$ cat config.mk
export PLATFORM = sky130hd
export DESIGN_NAME = wishbone_bus_if
export DESIGN_NICKNAME = d
export VERILOG_FILES = /design/src/rtl/wishbone_bus_if.sv
export SDC_FILE = /design/constraint.sdc
export NUM_CORES = 1
export LEC_CHECK = 0
export ABC_AREA = 1
export CORE_MARGIN = 2
export CORE_UTILIZATION = 30
export DETAILED_ROUTE_END_ITERATION = 12
export PLACE_DENSITY = 0.64
export REMOVE_ABC_BUFFERS = 1
export SLEW_MARGIN = 10
export SYNTH_ARGS = -nofsm -noshare
export SYNTH_HDL_FRONTEND = slang
export SYNTH_SLANG_ARGS = --single-unit
$ cat constraint.sdc
create_clock -name clk -period 3.9 [get_ports clk]
set_input_delay 0.78 -clock clk [delete_from_list [all_inputs] [get_ports clk]]
set_output_delay 0.78 -clock clk [all_outputs]
set_load 0.02 [all_outputs]
$ cat src/rtl/wishbone_bus_if.sv
// Bridges the core's data-memory port onto a Wishbone B4 classic bus as
// registered single-beat cycles, stalling the pipeline while a cycle is open.
module wishbone_bus_if #(
  parameter int TIMEOUT_CYCLES = 255
) (
  input  logic        clk,
  input  logic        rst,
  input  logic [5:0]  stall_i,
  input  logic        flush_i,
  input  logic        cpu_ce_i,
  input  logic [31:0] cpu_addr_i,
  input  logic [31:0] cpu_data_i,
  input  logic        cpu_we_i,
  input  logic [3:0]  cpu_sel_i,
  output logic [31:0] cpu_data_o,
  output logic        stallreq_o,
  output logic        err_o,
  input  logic [31:0] wishbone_data_i,
  input  logic        wishbone_ack_i,
  output logic [31:0] wishbone_addr_o,
  output logic [31:0] wishbone_data_o,
  output logic        wishbone_we_o,
  output logic [3:0]  wishbone_sel_o,
  output logic        wishbone_stb_o,
  output logic        wishbone_cyc_o
);

  localparam int CW = (TIMEOUT_CYCLES > 1) ? $clog2(TIMEOUT_CYCLES + 1) : 1;
  localparam logic [CW-1:0] CNT_MAX  = '1;
  localparam logic [CW-1:0] CNT_LAST = (TIMEOUT_CYCLES == 0) ? '0 : CW'(TIMEOUT_CYCLES - 1);

  localparam logic [1:0] S_IDLE = 2'd0;
  localparam logic [1:0] S_BUSY = 2'd1;
  localparam logic [1:0] S_WAIT = 2'd2;

  logic [1:0]    state_q, state_d;
  logic [31:0]   rd_buf_q, rd_buf_d;
  logic [CW-1:0] cnt_q, cnt_d;
  logic          err_q, err_d;
  logic [31:0]   addr_q, addr_d, wdata_q, wdata_d;
  logic          we_q, we_d, act_q, act_d;
  logic [3:0]    sel_q, sel_d;
  logic          timeout;

  assign timeout = (TIMEOUT_CYCLES != 0) && (cnt_q == CNT_LAST);

  always_comb begin
    state_d    = state_q;
    rd_buf_d   = rd_buf_q;
    cnt_d      = cnt_q;
    err_d      = 1'b0;
    addr_d     = addr_q;
    wdata_d    = wdata_q;
    we_d       = we_q;
    sel_d      = sel_q;
    act_d      = act_q;
    stallreq_o = 1'b0;
    cpu_data_o = '0;
    case (state_q)
      S_IDLE: begin
        stallreq_o = cpu_ce_i & ~flush_i;
        if (cpu_ce_i && !flush_i) begin
          addr_d  = cpu_addr_i;
          wdata_d = cpu_data_i;
          we_d    = cpu_we_i;
          sel_d   = cpu_sel_i;
          act_d   = 1'b1;
          cnt_d   = '0;
          state_d = S_BUSY;
        end
      end
      S_BUSY: begin
        // Any way out of BUSY drops the whole bus back to zero.
        if (flush_i || wishbone_ack_i || timeout) begin
          addr_d  = '0;
          wdata_d = '0;
          we_d    = 1'b0;
          sel_d   = '0;
          act_d   = 1'b0;
        end
        if (flush_i) begin
          rd_buf_d = '0;
          state_d  = S_IDLE;
        end else if (wishbone_ack_i) begin
          if (!we_q) begin
            rd_buf_d   = wishbone_data_i;
            cpu_data_o = wishbone_data_i;
          end
          state_d = (stall_i != '0) ? S_WAIT : S_IDLE;
        end else if (timeout) begin
          rd_buf_d = '0;
          err_d    = 1'b1;
          state_d  = (stall_i != '0) ? S_WAIT : S_IDLE;
        end else begin
          stallreq_o = 1'b1;
          if (cnt_q != CNT_MAX) cnt_d = cnt_q + 1'b1;
        end
      end
      S_WAIT: begin
        // Load data is held here until the pipeline is ready to take it.
        cpu_data_o = rd_buf_q;
        if (stall_i == '0 || flush_i) state_d = S_IDLE;
      end
      default: state_d = S_IDLE;
    endcase
  end

  always_ff @(posedge clk or posedge rst) begin
    if (rst) begin
      state_q  <= S_IDLE;
      rd_buf_q <= '0;
      cnt_q    <= '0;
      err_q    <= 1'b0;
      addr_q   <= '0;
      wdata_q  <= '0;
      we_q     <= 1'b0;
      sel_q    <= '0;
      act_q    <= 1'b0;
    end else begin
      state_q  <= state_d;
      rd_buf_q <= rd_buf_d;
      cnt_q    <= cnt_d;
      err_q    <= err_d;
      addr_q   <= addr_d;
      wdata_q  <= wdata_d;
      we_q     <= we_d;
      sel_q    <= sel_d;
      act_q    <= act_d;
    end
  end

  assign err_o           = err_q;
  assign wishbone_addr_o = addr_q;
  assign wishbone_data_o = wdata_q;
  assign wishbone_we_o   = we_q;
  assign wishbone_sel_o  = sel_q;
  assign wishbone_stb_o  = act_q;
  assign wishbone_cyc_o  = act_q;

endmodule

Word-level counts from Yosys, hierarchy flattened
Index checks and enable logic that the tools add are counted.

Input bits: 112. Logic and storage cells: 81. Bits in registers: 113. Output and inout port bits: 105.

Reductions and logical operators: 14. Eq/ne operators: 13. Bitwise logic cells: 2. Mux-type cells: 42. $add $sub $neg: 1.

Operators with widths (number): $mux W32 (10); $pmux W32 S2 (3); $mux W8 (5); $pmux W8 S2 (1); $ne A2 B2 Y1 const B (7); $mux W2 (6); $mux W1 (10); $reduce_and A3 Y1 (3); $add A8 B1 Y8 const B (1); $eq A8 B8 Y1 const B (1); $mux W4 (2); $ne A8 B8 Y1 const B (1); $pmux W4 S2 (1); $logic_not A6 Y1 (1); $pmux W1 S2 (3); $pmux W2 S3 (1); $reduce_and A6 Y1 (1); $reduce_bool A6 Y1 (1); $ne A4 B4 Y1 const B (1); $logic_or A1 B1 Y1 (3); $ne A3 B3 Y1 const B (1); $reduce_bool A3 Y1 (1); $eq A2 B1 Y1 const B (1); $eq A2 B2 Y1 const B (1); 6 further kinds (6).

Logic depth before layout (Yosys ltp)
Gate-level depths: netlist of run 1.

Depth after elaboration: 6. Gate-level depth with buffers: 11. Mapped depth without buffers: 10.

Worst setup path before layout of run 1
Ideal clock, no wire load.

Path kind: input port to output port. From: in wishbone_ack_i. To: out cpu_data_o[0]. Slack: 1.320 ns. Arrival time: 1.800 ns. Data required time: 3.120 ns. Path buffers: 1. Cell stages on the path: 5. Path through: inv_1 > nor2_1 > clkbuf_1 > nand3_1 > a21oi_1.

Word-level cells in the longest chain between the ends: 3.

RTL lines: start: declaration (line 19) `input logic wishbone_ack_i,`; $mux W32 (line 84) `end else if (wishbone_ack_i) begin`; $mux W32 (line 81) `if (flush_i) begin`; $pmux W32 S2 (line 59) `case (state_q)`; end: declaration (line 15) `output logic [31:0] cpu_data_o,`.

Every way passes these cells.

Worst setup path after layout of run 1
From: reg state_q[1]. To: out cpu_data_o[31].

Word-level cells in the longest chain between the ends: 2. Elaborated cells on any way between the ends: 3. Classes of those cells: 2 x eq/ne; 1 x mux.

RTL lines: start: declaration (line 36) `logic [1:0] state_q, state_d;`; start signal: assignment (line 120) `state_q <= state_d;`; $eq A2 B2 Y1 or $eq A2 B1 Y1 (tied branches) (line 59); $pmux W32 S2 (*) (line 59).

Every way passes the cells marked *; elsewhere a longest branch is shown, timed or not.

==> impl_summary.txt, run 1 <==
----------------------------------------------------
[Placement]
  Gp weighted congestion ... ~0.81
  Number of instances in the placed design ... 1,053
  Post-placement cell area ... approximately 0.0077 mm²
  Half-perimeter wire length of the detailed placement result ... about 11 mm
  Worst slack, placed ... between 0.4 and 0.5 ns
  Port Buf Inserts ... around 220

[Floorplan]
  I/O pin cnt ... 217
  Rows ... 48
  Die extent in y ... 138 µm
  Area of the core ... 0.0174 mm²
  Die Area ... approximately 0.019 mm²
  Die boundary width ... approximately 140 µm
  Initial Util ... 30.9%

[Drt]
  Detail-routed net length per standard cell ... around 15 µm
  Routed wire length ... around 16 mm
  Antenna Nets Post-Route ... 0
  Residual DRC count ... 0
  First-pass detailed-route iteration total ... 4
  Vias per cell ... roughly 4.5
  Via Count ... slightly below 5,000
  Drt first-iter violations ... about 290

[Setup path]
  Slack of the worst reg-to-reg path ... approximately 1.1 ns
  Critical-path top delay cell ... clkdlybuf4s50_1
  Reg-to-Reg End ... wishbone_addr_o[14]
  CP Data Required Time ... roughly 3.1 ns
  Nature of the critical path startpoint ... register
  Crit-path cells ... inv_1, ha_1, inv_2, nor2_2, buf_4, nand3_1, a21oi_1, clkdlybuf4s50_1
  Largest incremental delay on the critical path ... ~0.65 ns
  Startpoint of the worst-slack reg-to-reg timing path ... state_q[1]
  Start-to-end type of the worst setup path ... reg -> out
  Depth of the worst register-to-register path ... 9
  Arrival time worst endpoint ... between 2 and 3 ns
  CP max FO ... 32
  Critical path capture point type ... primary output

[Outcome]
  Outcome ... complete, no violations

[Synthesis]
  Mean area per synthesized cell ... around 8.4 µm²
  Top cell type's share of synthesized area ... about 53%
  Post-synthesis sequential area ratio ... a little over half
  Number of unique standard cell types used by synthesis ... 22
  Ys flop type ... dfrtp_1
  Number of flops mapped to enable cells by yosys ... 0
  Top cells by count, synth ... nand2_1, dfrtp_1, nand3_1, o21ai_1, a21oi_1
  Top post-synthesis cells by area ... dfrtp_1, nand2_1, o21ai_2, nand3_1, nand2_2
  Cell Area, Synth ... between 0.005 and 0.006 mm²
  Cell type with the largest total area after synthesis ... dfrtp_1
  Cell count after synthesis ... about 640
  Post-synthesis sequential element count ... around 110
  Asr flop ratio synth ... 100%
  Number of warnings issued by yosys ... 0
  Most used standard cell by instance count after synthesis ... nand2_1

[Timing]
  Largest clock skew in the final design ... 0.0152 ns
  Setup ws final ... about 0.41 ns
  Hold Fails Final Rpt ... 0
  Final clock period utilization by the worst path ... 89.6%
  Worst relative slew slack ... a little over two fifths
  Highest attainable clock frequency ... 286 MHz
  Setup violations, final ... 0
  Number of max-slew violations in the final report ... 0
  Setup repair after global routing missed its margin ... false
  Final period demand of the worst path ... around 3.5 ns
  Tightest Pin Transition ... between 0.8 and 0.9 ns
  Sum of negative setup slack ... 0 ns

[Clocking]
  Clk_lat worst skew ... 0.42 ns
  Buffer depth of the longest clock path ... 2
  Root buf cell ... clkbuf_16
  Post-CTS Setup Inserts ... 0
  Quantity of gates resized following cts ... 0
  CTS tree ... done
  H-tree Lvls ... 4
  CTS sink count ... 113
  Clock-pin slew reported for the worst setup and hold paths after clock tree synthesis ... 0.05 ns
  Post-cts hold buffer count ... 0
  Total CTS buffers ... 17

[Layout]
  Number of diodes ... 0
  Count of non-filler cells in the finished layout ... around 1,100
  Syn-to-layout area delta ... 54.5%
  Area of the multi-input gates ... 0.00225 mm²
  Summed area of non-filler cells in the final layout ... ~0.0083 mm²
  Share of final-layout standard cells stronger than drive strength 1 ... a little over an eighth
  Filler Cells Inserted ... ~1,800
  Net count reported at finish ... 964
  Seq. cell area ... 0.00283 mm²

[Min path]
  Worst hold path startpoint ... rd_buf_q[14]
  Hold depth ... 2
  Destination of the worst hold path ... rd_buf_q[14]
  Hold crit path type ... reg -> reg

[Global route]
  Total routing usage reported by global routing ... roughly 17%
  Total congestion overflow after global routing ... 0
  First-pass GRT wire length ... about 24 mm
  Vias in the first global route ... around 4,600
  Largest net degree at the start of global routing ... 81
  Initial antenna violation count ... 0

[Power and ir drop]
  Static Leakage ... around 3.7 nW
  Net switching share of the total power ... 39.9%
  Total power density per cell area ... around 770 mW/mm²
  Worst IR Drop VDD ... roughly 480 µV
  Share of power burned in registers ... ~30%
  Relative contribution of the clock network to total power ... 25.2%
  Design internal power ... 0.00385 W
  Switching power summed over all nets ... about 0.0026 W
  Total power consumption of the routed design ... 0.00641 W
  Combinational share of power ... 44.8%

[Run]
  Number of max-cap violations ... 0

----------------------------------------------------
[logic make-up after synthesis]
| kind of cell | count (synthesis) | synth area share (%) |
|---|---|---|
| AOI/OAI and AO/OA | 107 | 12.1 |
| xor gates and xnor gates | 1 | 0.163 |
| adders and majority gates | 5 | 1.16 |
| buffers and inverters | 57 | 5.77 |
| DFF | 113 | 52.6 |
| and+or+nand+nor | 359 | 28.2 |
[worst max-delay path, delay by kind of cell, from the launching register on]
kind / cells / cell delay (ns)
and+or+nand+nor: 2 / 0.23
DFF: 1 / 0.40
adders and majority gates: 1 / 0.31
AOI/OAI and AO/OA: 1 / 0.21
buffers and inverters: 4 / 1.14
[stage by stage]
stage	hold WS (ns)	utilization [%]
final	0.470	47.7
after global routing	0.487	47.7
after global placement	0.455	44.2
after CTS	0.472	47.7
after floorplan	0.442	-
after detailed placement	0.460	44.2
[final cells by class]
type | instances | area share, %
clock buffers | 22 | 5.83
clock inverters | 10 | 1.58
inverters | 16 | 0.753
multi-input cells | 472 | 27.1
flip-flops and latches | 113 | 34.0
well taps | 225 | 3.39
repair buffers | 227 | 27.3
[sequential cells by signal, indices dropped and copies added, names as in the netlist]
register         count
rd_buf_q            32
wishbone_addr_o     32
wishbone_data_o     32
cnt_q                8
wishbone_sel_o       4
state_q              2
err_o                1
wishbone_cyc_o       1
wishbone_we_o        1
[worst max path at each step]
stage	from	end	slack [ns]
final	state_q[1]	cpu_data_o[31]	0.41
after detailed placement	wishbone_ack_i	cpu_data_o[6]	0.44
after CTS	state_q[1]	cpu_data_o[6]	0.37
after global placement	wishbone_ack_i	cpu_data_o[6]	0.46
after global routing	state_q[1]	cpu_data_o[31]	0.22
after floorplan	rst	cnt_q[0]	0.13
[power by group through the flow]
stage                     sequential [W]  combinational, W  clock (W)
final                            0.00192           0.00287    0.00162
after global routing             0.00197           0.00314    0.00172
after CTS                        0.00192           0.00292    0.00166
after detailed placement         0.00193           0.00291          0
after global placement           0.00191           0.00290          0
after floorplan                  0.00227           0.00128          0
[metal layers]
layer	global-route usage, %	routed length (µm)	share of wire [%]	vias up
met5	0	0	0	-
met4	4.99	240	1.5	0
met3	4.97	815	5.2	14
met2	28.0	7910	50	113
met1	21.0	6820	43	2292
li1	-	-	-	2477
[cell usage in the layout, fill, tap and decap left out, types with 9 or more instances in the layout]
cell,n
dfrtp_1,113
nand2_2,32
clkdlybuf4s50_1,216
a21oi_1,36
nand2_1,254
nor2_1,15
nand3_1,48
o21ai_1,40
clkbuf_16,17
buf_4,9
inv_1,13
o21ai_2,31
Power figures use the tool's default switching activity.
==> inputs of run 2 (changes only) <==
--- a/config.mk
+++ b/config.mk
@@ -9,7 +9,7 @@
 export CORE_MARGIN = 2
 export CORE_UTILIZATION = 30
 export DETAILED_ROUTE_END_ITERATION = 12
-export PLACE_DENSITY = 0.64
+export PLACE_DENSITY = 0.62
 export REMOVE_ABC_BUFFERS = 1
 export SLEW_MARGIN = 10
 export SYNTH_ARGS = -nofsm -noshare
==> constraint.sdc (replaced) <==
create_clock -name clk -period 4.4 [get_ports clk]
set_input_delay 0.88 -clock clk [delete_from_list [all_inputs] [get_ports clk]]
set_output_delay 0.88 -clock clk [all_outputs]
set_load 0.02 [all_outputs]
==> run 2 against run 1 <==
  * Register-to-register slack gained 0.47 ns
  * Worst setup slack gained 0.23 ns
  * Final cell count is essentially flat
  * First-iteration DRC count grew 15%
  * Combinational power shrank 12%
  * Final area shrank 0.69%
  * Critical path depth shrank 1
  * Via count is essentially flat
  * Largest cell class unchanged
  * Highest routed layer unchanged
==> impl_summary.txt, run 2 (synthesized netlist as in run 1, its figures left out) <==
----------------------------------------------------
[Outcome]
  Outcome ... complete, no violations

[Layout]
  Most frequent standard cell in the layout excluding fill and tap cells ... nand2_1
  Net count reported at finish ... 964 (unchanged)
  Syn-to-layout area delta ... 53.5%
  Area of the multi-input gates ... 0.00225 mm² (unchanged)
  Share of final-layout standard cells stronger than drive strength 1 ... 13.2% (-0.10 points)
  Count of non-filler cells in the finished layout ... 1,084 (-0.092%)
  Most frequent cells in the layout ... nand2_1, clkdlybuf4s50_1, dfrtp_1
  Filler Cells Inserted ... 1,722 (-2.0%)
  Number of diodes ... 0 (unchanged)
  Seq. cell area ... 0.00283 mm² (unchanged)

[Setup path]
  Crit-path cells ... clkdlybuf4s50_1, inv_1, nor2_2, buf_4, nand3_1, a21oi_1, clkdlybuf4s50_1
  Start-to-end type of the worst setup path ... in -> out
  Most common cell type on the critical path ... clkdlybuf4s50_1
  Critical path capture point type ... primary output
  CP max FO ... 33 (+3.1%)
  Largest incremental delay on the critical path ... 0.65 ns (about the same)
  Arrival time worst endpoint ... 2.88 ns (+0.17 ns)
  CP Data Required Time ... 3.52 ns (+0.40 ns)
  Critical-path top delay cell ... clkdlybuf4s50_1
  Nature of the critical path startpoint ... input port

[Power and ir drop]
  Design internal power ... 0.00331 W (-14%)
  Combinational share of power ... 45.6% (+0.8 points)
  Static Leakage ... 3.67 nW (-0.75%)
  Net switching share of the total power ... 40.2% (+0.34 points)
  Switching power summed over all nets ... 0.00223 W (-13%)
  Worst IR Drop VDD ... 394 µV (-18%)
  Relative contribution of the clock network to total power ... 23.8% (-1.4 points)
  Total power consumption of the routed design ... 0.00555 W (-13%)
  Total power density per cell area ... 672 mW/mm² (-13%)
  Share of power burned in registers ... 30.6% (+0.7 points)

[Floorplan]
  I/O pin cnt ... 217 (unchanged)
  Die boundary width ... 138 µm (unchanged)
  Rows ... 48 (unchanged)
  Initial Util ... 30.9% (unchanged)
  Die Area ... 0.0190 mm² (unchanged)
  Area of the core ... 0.0174 mm² (unchanged)
  Die extent in y ... 138 µm (unchanged)

[Global route]
  Total routing usage reported by global routing ... 16.5% (-0.27 points)
  Vias in the first global route ... 4,796 (+3.7%)
  Initial antenna violation count ... 0 (unchanged)
  Total congestion overflow after global routing ... 0 (unchanged)
  First-pass GRT wire length ... 24.4 mm (-0.17%)
  Largest net degree at the start of global routing ... 85 (+4.9%)

[Clocking]
  CTS tree ... done
  Quantity of gates resized following cts ... 0 (unchanged)
  CTS sink count ... 113 (unchanged)
  Clock-pin slew reported for the worst setup and hold paths after clock tree synthesis ... 0.05 ns (about the same)
  Total CTS buffers ... 17 (unchanged)
  H-tree Lvls ... 4 (unchanged)
  Post-CTS Setup Inserts ... 0 (unchanged)
  Clk_lat worst skew ... 0.41 ns (about the same)
  Buffer depth of the longest clock path ... 2 (unchanged)
  Root buf cell ... clkbuf_16
  Post-cts hold buffer count ... 0 (unchanged)

[Drt]
  Top Metal Used ... met4
  Wire length on met3 ... 942 µm (+16%)
  Detail-routed net length per standard cell ... 14.0 µm (-4.1%)
  Vias per cell ... 4.52 (about the same)
  Via Count ... 4,895 (-0.020%)
  Antenna Nets Post-Route ... 0 (unchanged)
  Drt first-iter violations ... 338 (+15%)
  First-pass detailed-route iteration total ... 4 (unchanged)
  Routed wire length ... 15.1 mm (-4.2%)
  Residual DRC count ... 0 (unchanged)
  Metal2 WL ... 7.33 mm (-7.3%)
  Met1 Routed Length ... 6.62 mm (-2.8%)

[Timing]
  Sum of negative setup slack ... 0 ns (unchanged)
  Largest clock skew in the final design ... 0.0125 ns (-0.00263 ns)
  Setup repair after global routing missed its margin ... false
  Highest attainable clock frequency ... between 200 and 300 MHz
  Final period demand of the worst path ... roughly 3.8 ns
  Worst relative slew slack ... 36.8% (-4.9 points)
  Final clock period utilization by the worst path ... 85.4%
  Tightest Pin Transition ... 0.947 ns (+0.0738 ns)
  Number of max-slew violations in the final report ... 0 (unchanged)
  Hold Fails Final Rpt ... 0 (unchanged)
  Setup violations, final ... 0 (unchanged)

[Run]
  Number of max-cap violations ... 0 (unchanged)

[Min path]
  Hold crit path type ... reg -> reg

[Placement]
  Port Buf Inserts ... 216 (unchanged)
  Half-perimeter wire length of the detailed placement result ... 10.2 mm (-3.4%)
  Gp weighted congestion ... 0.788 (-2.6%)
  Number of instances in the placed design ... 1,053 (unchanged)

----------------------------------------------------
==> run 2: changes by cell type in the layout (fill, tap and decap cells not counted), sizes merged <==
cell,previous run,this run
clkinvlp,1,2
clkbuf,22,20
clkinv,6,7
bufinv,3,2
==> run 2: worst paths after layout <==
kind / startpoint / end / slack (ns) / depth (start not counted)
min in group asynchronous: rst / wishbone_data_o[14] / 1.06 / 2
max: wishbone_ack_i / cpu_data_o[11] / 0.64 / 7
min: rd_buf_q[7] / rd_buf_q[7] / 0.47 / 2
max in group asynchronous: rst / rd_buf_q[11] / 2.51 / 3
min reg2reg: rd_buf_q[7] / rd_buf_q[7] / 0.47 / 2
max reg2reg: state_q[1] / wishbone_addr_o[27] / 1.58 / 9
==> run 2: critical path: cells and delay by family <==
kind            cells  cell delay (ns)
buf+inv             4             1.56
simple gates        2             0.23
compound gates      1             0.18
==> run 2: metal layers <==
layer	GRT usage (%)	vias to the layer above
li1	-	2471
met2	27.0	131
met5	0	-
met3	3.98	19
met4	6.18	0
met1	21.2	2274
==> run 2: metrics by stage <==
step	util (%)	setup WS, ns	instance area [µm²]	hold WS (ns)
CTS	47.4	0.618	8250	0.473
global placement	44.1	0.615	7680	0.455
global route	47.4	0.473	8250	0.493
finish	47.4	0.641	8250	0.470
detailed placement	44.1	0.630	7680	0.461
floorplan	-	0.533	5130	0.442
==> run 2: power groups by stage <==
stage | Clock (W) | Sequential, W | Combinational (W)
2_1_floorplan | 0 | 0.00201 | 0.00114
3_3_place_gp | 0 | 0.00170 | 0.00255
3_5_place_dp | 0 | 0.00170 | 0.00258
4_1_cts | 0.00136 | 0.00170 | 0.00258
5_1_grt | 0.00140 | 0.00175 | 0.00278
6_report | 0.00132 | 0.00170 | 0.00253
==> run 2: final cells by class <==
type	instances	area share (%)
multi-input cells	472	27.3
repair buffers	227	27.3
inverters	16	0.758
clock inverters	11	1.38
well taps	225	3.41
clock buffers	20	5.53
flip-flops and latches	113	34.3
==> inputs of run 3 (changes only) <==
--- a/config.mk
+++ b/config.mk
@@ -11,7 +11,6 @@
 export DETAILED_ROUTE_END_ITERATION = 12
 export PLACE_DENSITY = 0.62
 export REMOVE_ABC_BUFFERS = 1
-export SLEW_MARGIN = 10
 export SYNTH_ARGS = -nofsm -noshare
 export SYNTH_HDL_FRONTEND = slang
 export SYNTH_SLANG_ARGS = --single-unit
==> results of run 3 <==
Same layout as run 2: the final DEF is identical, and so are final timing and power.
